**config.mk**
```make
export PLATFORM = sky130hd
export DESIGN_NAME = b02_line_scheduler
export DESIGN_NICKNAME = d
export VERILOG_FILES = /design/src/rtl/b02_line_scheduler.sv
export SDC_FILE = /design/constraint.sdc
export NUM_CORES = 1
export LEC_CHECK = 0
export CORE_ASPECT_RATIO = 0.6
export CORE_MARGIN = 2
export CORE_UTILIZATION = 52
export DETAILED_ROUTE_END_ITERATION = 16
export GPL_TIMING_DRIVEN = 0
export PLACE_DENSITY = 0.87
export SLEW_MARGIN = 20
export SYNTH_ARGS = -nofsm -noshare
export SYNTH_HDL_FRONTEND = slang
export SYNTH_SLANG_ARGS = --single-unit
```
**constraint.sdc**
```tcl
create_clock -name clock -period 4.45 [get_ports clock]
set_clock_uncertainty 0.15 [all_clocks]
set_input_delay 0.89 -clock clock [delete_from_list [all_inputs] [get_ports clock]]
set_output_delay 0.89 -clock clock [all_outputs]
set_load 0.01 [all_outputs]
```
**src/rtl/b02_line_scheduler.sv**
```systemverilog
// rtl/b02_line_scheduler.sv - round-robin arbiter serializing requester frames onto one recognizer line
// Each job: LEN frame bits LSB-first, two flush zeros, then a done cycle carrying the saturated U count.
module b02_line_scheduler #(
   parameter int NREQ = 4,
   parameter int LEN  = 8,
   parameter int CW   = 4
) (
   input  logic                 clock,
   input  logic                 reset,
   input  logic [NREQ-1:0]      req,
   input  logic [NREQ*LEN-1:0]  frame,
   output logic [NREQ-1:0]      grant,
   output logic                 busy,
   output logic                 done,
   output logic [CW-1:0]        hits,
   output logic                 LINEA,
   input  logic                 U
);

   localparam int PW = (NREQ > 1) ? $clog2(NREQ) : 1;
   localparam int IW = (LEN > 1) ? $clog2(LEN) : 1;

   typedef enum logic [1:0] {IDLE, SHIFT, DRAIN, DONE} state_t;

   state_t          state;
   logic [PW-1:0]   ptr;
   logic [PW-1:0]   pick;
   logic [PW-1:0]   idx;
   logic            found;
   logic [LEN-1:0]  sreg;
   logic [LEN-1:0]  pick_frame;
   logic [IW-1:0]   bidx;
   logic            dcnt;
   logic [CW-1:0]   cnt;
   logic [CW-1:0]   cnt_inc;
   logic [PW-1:0]   ptr_next;

   // First requesting index at or above ptr, wrapping around.
   always_comb begin
      found = 1'b0;
      pick  = '0;
      idx   = '0;
      for (int j = 0; j < NREQ; j++) begin
         idx = PW'((int'(ptr) + j) % NREQ);
         if (!found && req[idx]) begin
            found = 1'b1;
            pick  = idx;
         end
      end
   end

   assign pick_frame = frame[int'(pick)*LEN +: LEN];
   assign ptr_next   = (int'(pick) == NREQ - 1) ? '0 : pick + PW'(1);
   assign cnt_inc    = (U && cnt != {CW{1'b1}}) ? cnt + CW'(1) : cnt;

   always_ff @(posedge clock or posedge reset) begin
      if (reset) begin
         state <= IDLE;
         grant <= '0;
         busy  <= 1'b0;
         done  <= 1'b0;
         hits  <= '0;
         LINEA <= 1'b0;
         sreg  <= '0;
         bidx  <= '0;
         dcnt  <= 1'b0;
         ptr   <= '0;
         cnt   <= '0;
      end else begin
         case (state)
            IDLE: begin
               done <= 1'b0;
               if (found) begin
                  grant <= {{(NREQ-1){1'b0}}, 1'b1} << pick;
                  busy  <= 1'b1;
                  LINEA <= pick_frame[0];
                  sreg  <= pick_frame >> 1;
                  ptr   <= ptr_next;
                  cnt   <= '0;
                  bidx  <= '0;
                  state <= SHIFT;
               end
            end
            SHIFT: begin
               cnt <= cnt_inc;
               if (int'(bidx) == LEN - 1) begin
                  LINEA <= 1'b0;
                  dcnt  <= 1'b0;
                  state <= DRAIN;
               end else begin
                  LINEA <= sreg[0];
                  sreg  <= sreg >> 1;
                  bidx  <= bidx + IW'(1);
               end
            end
            DRAIN: begin
               // The last flush edge still counts U, so hits takes the incremented value directly.
               if (dcnt) begin
                  hits  <= cnt_inc;
                  done  <= 1'b1;
                  state <= DONE;
               end else begin
                  cnt  <= cnt_inc;
                  dcnt <= 1'b1;
               end
            end
            DONE: begin
               done  <= 1'b0;
               grant <= '0;
               busy  <= 1'b0;
               state <= IDLE;
            end
            default: state <= IDLE;
         endcase
      end
   end

endmodule
```
==> impl_metrics.ini <==
[setup_path]
arrival_ns = 2.92
reg2reg_to = cnt[1]
criticalPathCategory = input pin to register
crit_slowest_cell = nor4_1
worstPathCellList = clkdlybuf4s50_1, nor4_1, nand2_1, o211ai_1, buf_2, nand2_1, o31ai_1
required_ns = 4.47
crit_path_start_kind = input pin
cp_max_fo = 10
max_stage_delay_ns = 0.53
reg2reg_depth = 7
r2r-start = state[0]
end_kind = register
r2r_setup_slack_ns = 2.12
cp_common_cell = nand2_1

[power]
p_seq_share_pct = 30.4
p_int_uw = 863
p_leak_nw = 1.14
power_mw = 1.45
clock_power_share_pct = 14.0
comb_power_share_pct = 55.5
irDropWorstVdd_uv = 314
switching_share_pct = 40.6
p_sw_uw = 591
power_density_nw_per_um2 = 580

[yosys]
syn_nets = 247
synth_fa_ha_area_share_pct = 7.96
seq_area_frac_synth_pct = 39.8
synth_top_family_by_area = compound AO/OA/AOI/OAI gates
yosysTopAreaCell = dfrtp_1
synthSimpleGateAreaFrac_pct = 13.7
synthXorXnorAreaFrac_pct = 0.929
ys_warn_count = 0
synth.area.top_cells = dfrtp_1 40%, mux2i_1 9.0%, ha_1 8.0%
synth-compound-area-share_pct = 16.3
synthCells = 196
synthDistinctLibCells = 38
ys_ff_latch = 30
syn_avg_cell_area_um2 = 9.62
netlist.area_leader.share_pct = 39.8
muxShareOfSynthArea_pct = 15.8
syn_area_um2 = 1890

[final_layout]
fillCellCount = 246
fin_cells = 297
fin_nets = 303
syn_to_final_growth_pct = 33.0
drive_gt1_share_pct = 9.92
final_area_um2 = 2510
n_antenna_cell = 0
utilization_pct = 74.6

[clock_network]
cts.clk_slew.worst_paths_ns = 0.06
clk_latency_ns = 0.28
cts_setup_buffers = 0
ctsResizeCount = 0
root_buffer = clkbuf_8
numCtsBuffers = 5
cts_hold_buf = 0
cts_tree = built
clkSinkCount = 30
ctsLongestPathBuffers = 2
cts.htree.levels = 2

[sta]
rsz0062_at_grt = no
final-setup-viol-count = 0
worstMarginPinSlew_ns = 0.638
period_share_pct = 65.2
timing.fmax_ghz = 0.345
slew_violations = 0
tns_ns = 0
finalHoldViolations = 0
relSlewSlack_pct = 57.4
post-route-min-period_ns = 2.90

[routing]
ant_nets = 0
drtIter0Drc = 96
totalWireLength_um = 4210
via_per_inst = 5.43
num_vias = 1614
drtPass1Iterations = 4
drc = 0
wl_per_cell_um = 14.2

[floorplan]
die_area_um2 = 4140
die_x_um = 81.7
start_util_pct = 56.1
coreArea_um2 = 3360
fp.dieH_um = 50.6
rows = 16
io_pins = 50

[hold_path]
whs_path_depth = 2
hold_path_startpoint = hits[3]
min_to = hits[3]
hp-class = register to register

[placed_design]
place_area_um2 = 2430
port_buffers = 49
dpl.cell_count = 290
dpl.hpwl_um = 3290
place_congestion = 0.791

[grt]
grt_max_degree = 31
antenna_found_initial = 0
grt_pass1_vias = 1563
grt_pass1_wl_um = 7060
grt_overflow = 0
grt_usage_pct = 22.2

[job]
max_cap_violations = 0

[run_status]
status = finished clean
## cell type report
class,count,area [um2],area share [%]
multi-input cells,147,1030,41.1
clock buffers,7,76.3,3.04
flip-flops and latches,30,751,29.9
plain buffers,7,58.8,2.34
inverters,12,45.0,1.80
repair buffers,49,490,19.6
well taps,45,56.3,2.24
## cells by family after synthesis
| kind of cell | after synthesis |
|---|---|
| buffers and inverters | 19 |
| adders and majority gates | 12 |
| xor gates and xnor gates | 2 |
| and+or+nand+nor | 56 |
| muxes | 28 |
| AOI/OAI and AO/OA | 49 |
| DFF | 30 |
## synth_stat cells
library cell  instances
dfrtp_1              30
nand2_1              26
mux2i_1              17
o21ai_0              15
a21oi_1              12
ha_1                 12
inv_1                12
nor2_1               12
mux2_2               10
o21ai_1               6
nand3b_1              4
clkbuf_1              3
nand2b_1              3
nor2b_1               3
a31oi_1               2
a32o_1                2
buf_6                 2
nand3_1               2
o22ai_1               2
o31ai_1               2
xnor2_1               2
a21o_1                1
a221oi_2              1
a22o_1                1
a41oi_2               1
and2_1                1
and2_2                1
buf_12                1
buf_2                 1
mux2_4                1
nand4_1               1
nor3_1                1
nor3b_1               1
nor4_1                1
o211ai_1              1
o21ai_2               1
o21bai_1              1
o32a_1                1
## sequential cells by signal, summed over array words and instances, names as in the netlist
name	count
cnt	4
busy	1
grant	4
sreg	7
LINEA	1
dcnt	1
bidx	3
state	2
ptr	2
hits	4
done	1
## per-layer routing
metal  track usage [%]  up-vias  share of wire [%]
li1                  -      799                  -
met5                 0        -                  0
met4              3.33        0                  0
met2              35.1       46                 47
met1              30.4      769                 48
met3              7.19        0                5.4
## worst max path at each step
stage            from      end  cells after the start
2_1_floorplan  req[0]   ptr[1]                      6
3_3_place_gp   req[0]  sreg[4]                      7
3_5_place_dp   req[0]  sreg[3]                      7
4_1_cts        req[0]  bidx[0]                      7
5_1_grt        req[2]  bidx[0]                      7
6_report       req[0]  bidx[0]                      7
## per-stage QoR
stage | worst slack [ns] | hold slack [ns]
global placement | 1.29 | 0.312
floorplan | 2.00 | 0.305
detailed placement | 1.27 | 0.324
CTS | 1.55 | 0.337
finish | 1.55 | 0.330
global route | 1.31 | 0.366
## cell usage in the layout, fill, tap and decap left out, drive strengths merged
| master | count |
|---|---|
| o211ai | 1 |
| clkdlybuf4s50 | 49 |
| o32a | 1 |
| nor2b | 3 |
| xnor2 | 2 |
| a22o | 1 |
| nor2 | 12 |
| a31oi | 2 |
| nand4 | 1 |
| mux2 | 11 |
| a32o | 2 |
| a41oi | 1 |
| o22ai | 2 |
| o31ai | 2 |
| nand3b | 4 |
| o21bai | 1 |
| a221oi | 1 |
| nor4 | 1 |
| nor3 | 1 |
| o21ai | 22 |
| nand2 | 26 |
| dfrtp | 30 |
| nand3 | 2 |
| inv | 12 |
| mux2i | 17 |
| buf | 4 |
| and2 | 2 |
| a21o | 1 |
| nand2b | 3 |
| nor3b | 1 |
| a21oi | 12 |
| clkbuf | 10 |
| ha | 12 |
## power groups by stage
stage	logic (mW)	registers, mW	clock network [mW]
finish	0.808	0.443	0.204
global route	0.903	0.454	0.219
CTS	0.808	0.441	0.204
detailed placement	0.802	0.445	0
global placement	0.775	0.441	0
floorplan	0.561	0.445	0
## worst max-delay path, delay by kind of cell
family,cells,cell delay [ns]
AND/OR/NAND/NOR,3,0.86
buffers and inverters,2,0.77
AO/OA/AOI/OAI,2,0.39
Power figures use the tool's default switching activity.
